File: config.mk
export PLATFORM = sky130hd
export DESIGN_NAME = bk_add_sched
export DESIGN_NICKNAME = d
export VERILOG_FILES = /design/src/rtl/bk_add_sched.sv
export SDC_FILE = /design/constraint.sdc
export NUM_CORES = 1
export LEC_CHECK = 0
export ABC_AREA = 0
export BUFFER_PORTS_ARGS = -buffer_cell sky130_fd_sc_hd__clkbuf_2
export CORE_MARGIN = 1.5
export CORE_UTILIZATION = 51
export DETAILED_ROUTE_END_ITERATION = 16
export PLACE_DENSITY = 0.81
export SLEW_MARGIN = 20
export SYNTH_ARGS = -nofsm -noshare
export SYNTH_HDL_FRONTEND = slang
export SYNTH_SLANG_ARGS = --single-unit
File: constraint.sdc
create_clock -name clk -period 5.2 [get_ports clk]
set_input_delay 0.26 -clock clk [delete_from_list [all_inputs] [get_ports clk]]
set_output_delay 0.26 -clock clk [all_outputs]
set_load 0.1 [all_outputs]
File: src/rtl/bk_add_sched.sv
// Two-requester scheduler that adds wide operands one 16-bit word per cycle
// through a single shared Brent-Kung adder, with round-robin arbitration.

module brent_kung (
  input  logic [15:0] a,
  input  logic [15:0] b,
  input  logic        cin,
  output logic [15:0] sum,
  output logic        cout
);

  logic [15:0] gen;
  logic [15:0] prop;
  logic [15:0] carry_pfx;
  logic [15:0] carry_in;

  genvar gi;
  generate
    for (gi = 0; gi < 16; gi++) begin : gen_gp
      assign gen[gi]  = a[gi] & b[gi];
      assign prop[gi] = a[gi] ^ b[gi];
    end
  endgenerate

  // Carry-in folds into bit 0 so every prefix node yields the true carry out of its bit.
  always_comb begin : prefix_tree
    logic [15:0] g;
    logic [15:0] p;
    g    = gen;
    p    = prop;
    g[0] = gen[0] | (prop[0] & cin);
    for (int d = 1; d < 16; d = d * 2) begin
      for (int i = 2 * d - 1; i < 16; i += 2 * d) begin
        g[i] = g[i] | (p[i] & g[i - d]);
        p[i] = p[i] & p[i - d];
      end
    end
    for (int d = 4; d >= 1; d = d / 2) begin
      for (int i = 3 * d - 1; i < 16; i += 2 * d) begin
        g[i] = g[i] | (p[i] & g[i - d]);
        p[i] = p[i] & p[i - d];
      end
    end
    carry_pfx = g;
  end

  assign carry_in = {carry_pfx[14:0], cin};
  assign sum      = prop ^ carry_in;
  assign cout     = carry_pfx[15];

endmodule

module bk_add_sched #(
  parameter int NWORDS = 4,
  localparam int W     = 16 * NWORDS
) (
  input  logic         clk,
  input  logic         rst,
  input  logic         req0_valid,
  output logic         req0_ready,
  input  logic [W-1:0] req0_a,
  input  logic [W-1:0] req0_b,
  input  logic         req0_cin,
  input  logic         req1_valid,
  output logic         req1_ready,
  input  logic [W-1:0] req1_a,
  input  logic [W-1:0] req1_b,
  input  logic         req1_cin,
  output logic         rsp_valid,
  input  logic         rsp_ready,
  output logic [W-1:0] rsp_sum,
  output logic         rsp_cout,
  output logic         rsp_id
);

  typedef enum logic [1:0] {IDLE, RUN, DONE} state_t;

  localparam logic [2:0] LAST = 3'(NWORDS - 1);

  state_t       state_reg;
  state_t       state_next;
  logic [2:0]   cnt_reg;
  logic         carry_reg;
  logic         lp_reg;
  logic         cin_reg;
  logic         id_reg;
  logic         cout_reg;
  logic [W-1:0] a_reg;
  logic [W-1:0] b_reg;
  logic [W-1:0] sum_reg;

  logic         any_valid;
  logic         gnt_id;
  logic         accept;
  logic         last_word;
  logic [6:0]   word_idx;
  logic [15:0]  add_a;
  logic [15:0]  add_b;
  logic         add_cin;
  logic [15:0]  add_sum;
  logic         add_cout;

  // On a tie the requester that was not granted last wins.
  assign any_valid = req0_valid | req1_valid;
  assign gnt_id    = (req0_valid & req1_valid) ? ~lp_reg : req1_valid;
  assign accept    = (state_reg == IDLE) & any_valid & ~rst;
  assign last_word = (cnt_reg == LAST);
  assign word_idx  = {cnt_reg, 4'b0000};

  assign add_a   = a_reg[word_idx +: 16];
  assign add_b   = b_reg[word_idx +: 16];
  assign add_cin = (cnt_reg == 3'd0) ? cin_reg : carry_reg;

  brent_kung u_adder (
    .a    (add_a),
    .b    (add_b),
    .cin  (add_cin),
    .sum  (add_sum),
    .cout (add_cout)
  );

  always_ff @(posedge clk) begin
    if (rst) begin
      state_reg <= IDLE;
    end else begin
      state_reg <= state_next;
    end
  end

  always_comb begin
    state_next = state_reg;
    case (state_reg)
      IDLE:    if (accept) state_next = RUN;
      RUN:     if (last_word) state_next = DONE;
      DONE:    if (rsp_ready) state_next = IDLE;
      default: state_next = IDLE;
    endcase
  end

  always_comb begin
    req0_ready = accept & ~gnt_id;
    req1_ready = accept & gnt_id;
    rsp_valid  = (state_reg == DONE);
  end

  always_ff @(posedge clk) begin
    if (rst) begin
      cnt_reg   <= 3'd0;
      carry_reg <= 1'b0;
      lp_reg    <= 1'b1;
      cin_reg   <= 1'b0;
      id_reg    <= 1'b0;
      cout_reg  <= 1'b0;
      a_reg     <= '0;
      b_reg     <= '0;
      sum_reg   <= '0;
    end else begin
      case (state_reg)
        IDLE: begin
          if (accept) begin
            a_reg   <= gnt_id ? req1_a : req0_a;
            b_reg   <= gnt_id ? req1_b : req0_b;
            cin_reg <= gnt_id ? req1_cin : req0_cin;
            id_reg  <= gnt_id;
            lp_reg  <= gnt_id;
            cnt_reg <= 3'd0;
          end
        end
        RUN: begin
          sum_reg[word_idx +: 16] <= add_sum;
          carry_reg               <= add_cout;
          if (last_word) begin
            cout_reg <= add_cout;
          end else begin
            cnt_reg <= cnt_reg + 3'd1;
          end
        end
        default: begin
        end
      endcase
    end
  end

  assign rsp_sum  = sum_reg;
  assign rsp_cout = cout_reg;
  assign rsp_id   = id_reg;

endmodule
==> run_results.csv, run 1 <==
group,metric,value,unit
sta,finalClockSkew,8.620,ps
yosys,ys_ff_latch,202,
global_route,grt_pass1_vias,9811,
final_layout,multiInputGateArea,5334,sq um
sta,setup_viol,0,
yosys,ys_async_sr_fraction,0,%
sta,final_max_slew_viol_count,0,
critical_path,crit_type,"reg2reg",
yosys,synth_area_leaders,"dfxtp_1 41%, a311oi_1 12%, nand2_1 12%, nor2_1 8.1%, mux4_2 5.5%",
status,outcome,"finished clean",
pwr,p_leak,5.724,nW
floorplanning,die_area,20190,sq um
pwr,power-per-cell-area,344.7,nW/um^2
yosys,yosysWarnings,0,
clock_network,cts.sinks,202,
sta,rsz0062_at_grt,"false",
final_layout,fin_util,68.69,%
global_route,grt_pass1_wl,50.29,mm
detailed_routing,ant_nets,0,
clock_network,clk_latency,500,ps
critical_path,start_kind,"flip-flop",
place,port_buffers,331,
clock_network,post_cts_resized,0,
clock_network,ctsHtreeMaxLevel,1,
yosys,synth_fp_nets,1515,
detailed_routing,drt-initial-drc-count,836,
global_route,grt_max_degree,147,
final_layout,final-seq-area,4049,sq um
detailed_routing,viasPerCell,5.728,
final_layout,area_growth,31.11,%
final_layout,drive_gt1_share,26.50,%
clock_network,cts_tree,"done",
worst_hold_path,hp-class,"in2reg",
detailed_routing,drc,0,
pwr,peakVddDrop,0.2152,mV
clock_network,clk_path_buf_depth,3,
yosys,netlist_area,9866,sq um
yosys,synth_top_cells_by_count,"305 x nand2_1, 214 x nor2_1, 202 x dfxtp_1",
yosys,synthCells,1225,
critical_path,crit_path_end_kind,"flip-flop",
sta,hold_viol,0,
critical_path,crit_fanout,13,
detailed_routing,wl,32.55,mm
job,drv_cap,0,
sta,worst_pin_slew,937.5,ps
final_layout,fillers,1513,
detailed_routing,post_drt_wl_per_cell,17.86,microns
global_route,grtUsageTotal,31.52,%
yosys,synth-seq-area-share,40.99,%
floorplanning,rows,50,
clock_network,cts_root_buf,"clkbuf_16",
global_route,antenna_found_initial,1,
floorplanning,start_util,52.39,%
critical_path,cp.arrival,4730,ps
floorplanning,io-pin-count,332,
yosys,netlist.area_leader.share,40.99,%
detailed_routing,vias,10440,
yosys,yosysTopAreaCell,"dfxtp_1",
sta,period_share,82.51,%
clock_network,cts_made_buffers,22,
place,hpwl,22.84,mm
final_layout,fin_nets,1838,
yosys,yosysUniqueCellTypes,42,
yosys,syn_area_per_cell,8.054,sq um
sta,fmax,233.1,MHz
yosys,ys.flop_type,"dfxtp_1",
clock_network,path_clk_slew,60,ps
yosys,yosysMostFrequentCell,"nand2_1",
floorplanning,design.core.area,18830,sq um
pwr,total_power,4.458,mW
global_route,grt_overflow,0,
floorplanning,die_h,142.1,microns
sta,slew_headroom,37.50,%
critical_path,critPathRequiredTime,5640,ps
sta,tns,0,ps
sta,fin_crit,4291,ps
final_layout,stdcell_area,12930,sq um
place,place_area,11510,sq um
detailed_routing,drtPass1Iterations,5,
floorplanning,die_w,142.1,microns
yosys,synth-edff-count,0,
place,routabilityCongestion,0.8738,
[worst max-delay path, cell delays in order, from the launching register on]
cell and delay [ps]:
dfxtp_4 340, inv_1 330, ha_1 220, ha_1 210, mux2i_1 130, fa_1 460
fa_1 440, nand2b_1 180, a21oi_1 170, nor3b_1 110, o31a_1 330, o21ba_2 240
fa_1 430, xnor2_1 260, nand2_1 110, nor2_1 140, a21oi_1 50, nor2_1 90
[cell usage in the layout (no fill, tap or decap), types with 2 or more instances in the layout]
cell type      count
bufinv_16          3
a21oi_1           67
ha_1              18
nor3_2             5
a211oi_1          19
o21a_1             3
mux4_2            24
xnor2_1            4
fa_1               9
dlygate4sd3_1     64
nor2_1           214
buf_4              9
xor2_1             3
buf_6              2
nand2_1          304
mux2i_1            9
clkinv_2           4
dfxtp_1          200
nand3_1           11
clkbuf_8           3
clkbuf_16         23
clkbuf_2         330
a311oi_1         131
nand4_1            2
nor2b_1           10
nor3_1            21
clkbuf_1           5
o211ai_1           2
a21o_1             4
inv_1             13
and2_1            21
nand2b_1           3
[layout make-up]
| type | instances | area share (%) |
|---|---|---|
| Inverter | 13 | 0.3772 |
| Sequential cell | 202 | 31.30 |
| Tap cell | 260 | 2.515 |
| Clock inverter | 7 | 0.8512 |
| Clock buffer | 31 | 4.914 |
| Antenna cell | 1 | 0.01935 |
| Timing Repair Buffer | 407 | 18.79 |
| Multi-Input combinational cell | 902 | 41.24 |
[layer usage]
metal,routed length (microns),global-route usage [%],up-vias
met5,0,0,-
met4,1488,13.40,0
met3,2663,5.047,118
met2,15510,53.76,548
met1,12890,39.67,4864
li1,-,-,4912
[path summary, 6_finish.rpt]
kind	from	end	slack (ps)	depth (start not counted)
worst max-delay path	cnt_reg[0]$_SDFFE_PP0P_	rsp_sum[31]$_SDFFE_PP0P_	910	17
worst min-delay path	req0_a[17]	a_reg[17]$_SDFFE_PP0P_	3	3
worst max register to register	cnt_reg[0]$_SDFFE_PP0P_	rsp_sum[31]$_SDFFE_PP0P_	910	17
worst min register to register	rsp_sum[6]$_SDFFE_PP0P_	rsp_sum[6]$_SDFFE_PP0P_	460	2
[power breakdown]
part / internal [mW] / leakage, nW / switching (mW)
Combinational: 0.405 / 3.69 / 0.655
Sequential: 1.68 / 1.66 / 0.0991
Clock: 0.996 / 0.369 / 0.627
Total: 3.08 / 5.72 / 1.38
[kinds of logic after synthesis]
kind of cell    count (synthesis)  share of synthesized area [%]
compound gates                233                          17.70
xor+xnor                        7                         0.6214
fa+ha+maj                      27                          4.109
buf+inv                       121                          5.124
flops                         202                          40.99
mux                            33                          6.392
simple gates                  602                          25.06
[stage by stage]
step	instances	setup slack (ps)	hold slack (ps)
4_1_cts	1820	918.7	0.1522
3_3_place_gp	1719	990.3	443.2
6_report	1823	909.3	2.630
5_1_grt	1822	658.1	4.821
3_5_place_dp	1719	947.8	452.9
2_1_floorplan	1225	811.2	419.0
[what timing repair did]
action | in CTS | in global routing
hold buffers | 63 | 1
setup buffers | 0 | 0
hold endpoints to repair | 46 | 1
No activity file was read; power rests on OpenSTA's default activity.
==> run 2, diff against run 1 <==
Settings changed: CORE_UTILIZATION 51 to 46, PLACE_DENSITY 0.81 to 0.77.
Clock period 5.2 ns to 3.62 ns, I/O delays scaled along.
==> run 2 against run 1 <==
Against the previous run:
- largest power group unchanged
- die area grew 11%
- fmax rose by 19%
- clock skew increased by 11 ps
- power increased by 53%
- sequential share of layout area is 4.6 points lower
- routed wire length grew 25%
- critical endpoint is now rsp_sum[47]$_SDFFE_PP0P_
==> run_results.csv, run 2 (synthesized netlist as in run 1, its figures left out) <==
group,metric,value,unit
final_layout,layout_common_cells,"330 x clkbuf_2, 304 x nand2_1, 255 x dlygate4sd3_1",
sta,hold_viol,0,
detailed_routing,drc,0,
detailed_routing,drtPass1Iterations,6,
critical_path,critPathRequiredTime,4050,ps
status,outcome,"finished clean",
place,dp_slack,51.00,ps
detailed_routing,ant_nets,0,
sta,period_share,99.29,%
clock_network,cts.sinks,202,
global_route,antenna_found_initial,2,
sta,rsz0062_at_grt,"true",
final_layout,fillers,1403,
critical_path,crit_type,"reg2reg",
critical_path,crit_path_end_kind,"flip-flop",
floorplanning,die_h,149.5,microns
global_route,grtUsageTotal,35.32,%
clock_network,ctsHtreeMaxLevel,1,
clock_network,path_clk_slew,60,ps
global_route,grt_pass1_vias,12010,
sta,finalClockSkew,19.25,ps
sta,setup_viol,0,
sta,fmax,278.2,MHz
detailed_routing,viasPerCell,5.892,
sta,worst_pin_slew,793.0,ps
detailed_routing,wl,40.82,mm
pwr,total_power,6.835,mW
sta,fin_crit,3594,ps
sta,slew_headroom,47.14,%
final_layout,multiInputGateArea,5461,sq um
pwr,power-per-cell-area,449.6,nW/um^2
floorplanning,io-pin-count,332,
detailed_routing,drt-initial-drc-count,1046,
detailed_routing,vias,12090,
global_route,grt_overflow,0,
pwr,peakVddDrop,0.3027,mV
final_layout,area_growth,54.08,%
critical_path,crit_fanout,7,
global_route,grt_max_degree,128,
job,drv_cap,0,
clock_network,clk_latency,510,ps
final_layout,fin_nets,2050,
sta,final_max_slew_viol_count,0,
worst_hold_path,worstHoldPathCells,4,
final_layout,final-seq-area,4051,sq um
place,routabilityCongestion,0.9275,
floorplanning,start_util,46.93,%
floorplanning,design.core.area,21020,sq um
detailed_routing,post_drt_wl_per_cell,19.89,microns
clock_network,cts_root_buf,"clkbuf_16",
final_layout,drive_gt1_share,25.84,%
final_layout,mostFrequentLayoutCell,"clkbuf_2",
floorplanning,die_w,149.5,microns
worst_hold_path,hp-class,"in2reg",
clock_network,clk_path_buf_depth,3,
sta,fin_ws,25.58,ps
place,hpwl,24.38,mm
place,port_buffers,331,
critical_path,start_kind,"flip-flop",
floorplanning,die_area,22340,sq um
floorplanning,rows,53,
pwr,p_leak,6.841,nW
global_route,grt_pass1_wl,61.67,mm
sta,hold_ws,24.08,ps
critical_path,cp.arrival,4020,ps
critical_path,reg2regPathDepth,16,
clock_network,cts_tree,"done",
clock_network,cts_made_buffers,22,
[run 2: routing by layer]
metal	part of all wire, %	vias up	routed length [microns]	global-route usage (%)
li1	-	5347	-	-
met1	36	5656	14810	41.04
met2	47	838	19330	59.42
met3	9.0	248	3665	6.646
met4	7.4	2	3008	23.12
met5	0.024	-	10	0
[run 2: where the power goes]
part | internal (mW) | total [mW] | leakage (nW) | switching [mW]
registers | 2.41 | 2.57 | 1.66 | 0.160
logic | 0.873 | 1.97 | 4.82 | 1.09
clock network | 1.34 | 2.30 | 0.361 | 0.965
total | 4.62 | 6.83 | 6.84 | 2.22
[run 2: layout make-up]
type | count | share of cell area, %
antenna | 1 | 0.01646
clock buffer | 30 | 4.288
clock inverter | 10 | 0.5762
inverter | 13 | 0.3375
multi-input combinational | 902 | 35.93
sequential | 202 | 26.65
tap | 275 | 2.264
timing repair buffer | 619 | 29.94
[run 2: timing repair]
action                                  CTS  global route
endpoints found under the setup margin    0            14
gates resized for setup                   0            15
hold buffers                            255             0
setup buffers                             0             7
endpoints found under the hold margin   128             0
[run 2: stage by stage]
step           cell area [sq um]  util, %  setup TNS (ps)  cells
2_1_floorplan               9961        -               0   1225
3_3_place_gp               11750    55.88               0   1748
3_5_place_dp               11750    55.88               0   1748
4_1_cts                    15040    71.54               0   2043
5_1_grt                    15200    72.31          -546.5   2052
6_report                   15200    72.31               0   2052
[run 2: path summary, 6_finish.rpt]
path / to / from / slack (ps)
setup / recovery: rsp_sum[47]$_SDFFE_PP0P_ / cnt_reg[0]$_SDFFE_PP0P_ / 30
hold / removal: state_reg[1]$_SDFFE_PP0P_ / rsp_ready / 20
setup reg to reg: rsp_sum[47]$_SDFFE_PP0P_ / cnt_reg[0]$_SDFFE_PP0P_ / 30
hold reg to reg: rsp_sum[34]$_SDFFE_PP0P_ / rsp_sum[34]$_SDFFE_PP0P_ / 450
[run 2: critical path: stages (launching register included)]
cell	delay, ps
dfxtp_4	430
inv_4	60
ha_4	160
ha_4	160
mux2i_2	160
fa_2	340
fa_2	350
nand2b_4	160
a21oi_4	160
nor3b_4	70
o31a_1	340
o21ba_4	220
fa_2	350
xnor2_2	190
buf_4	150
nand3_2	80
a21oi_2	150
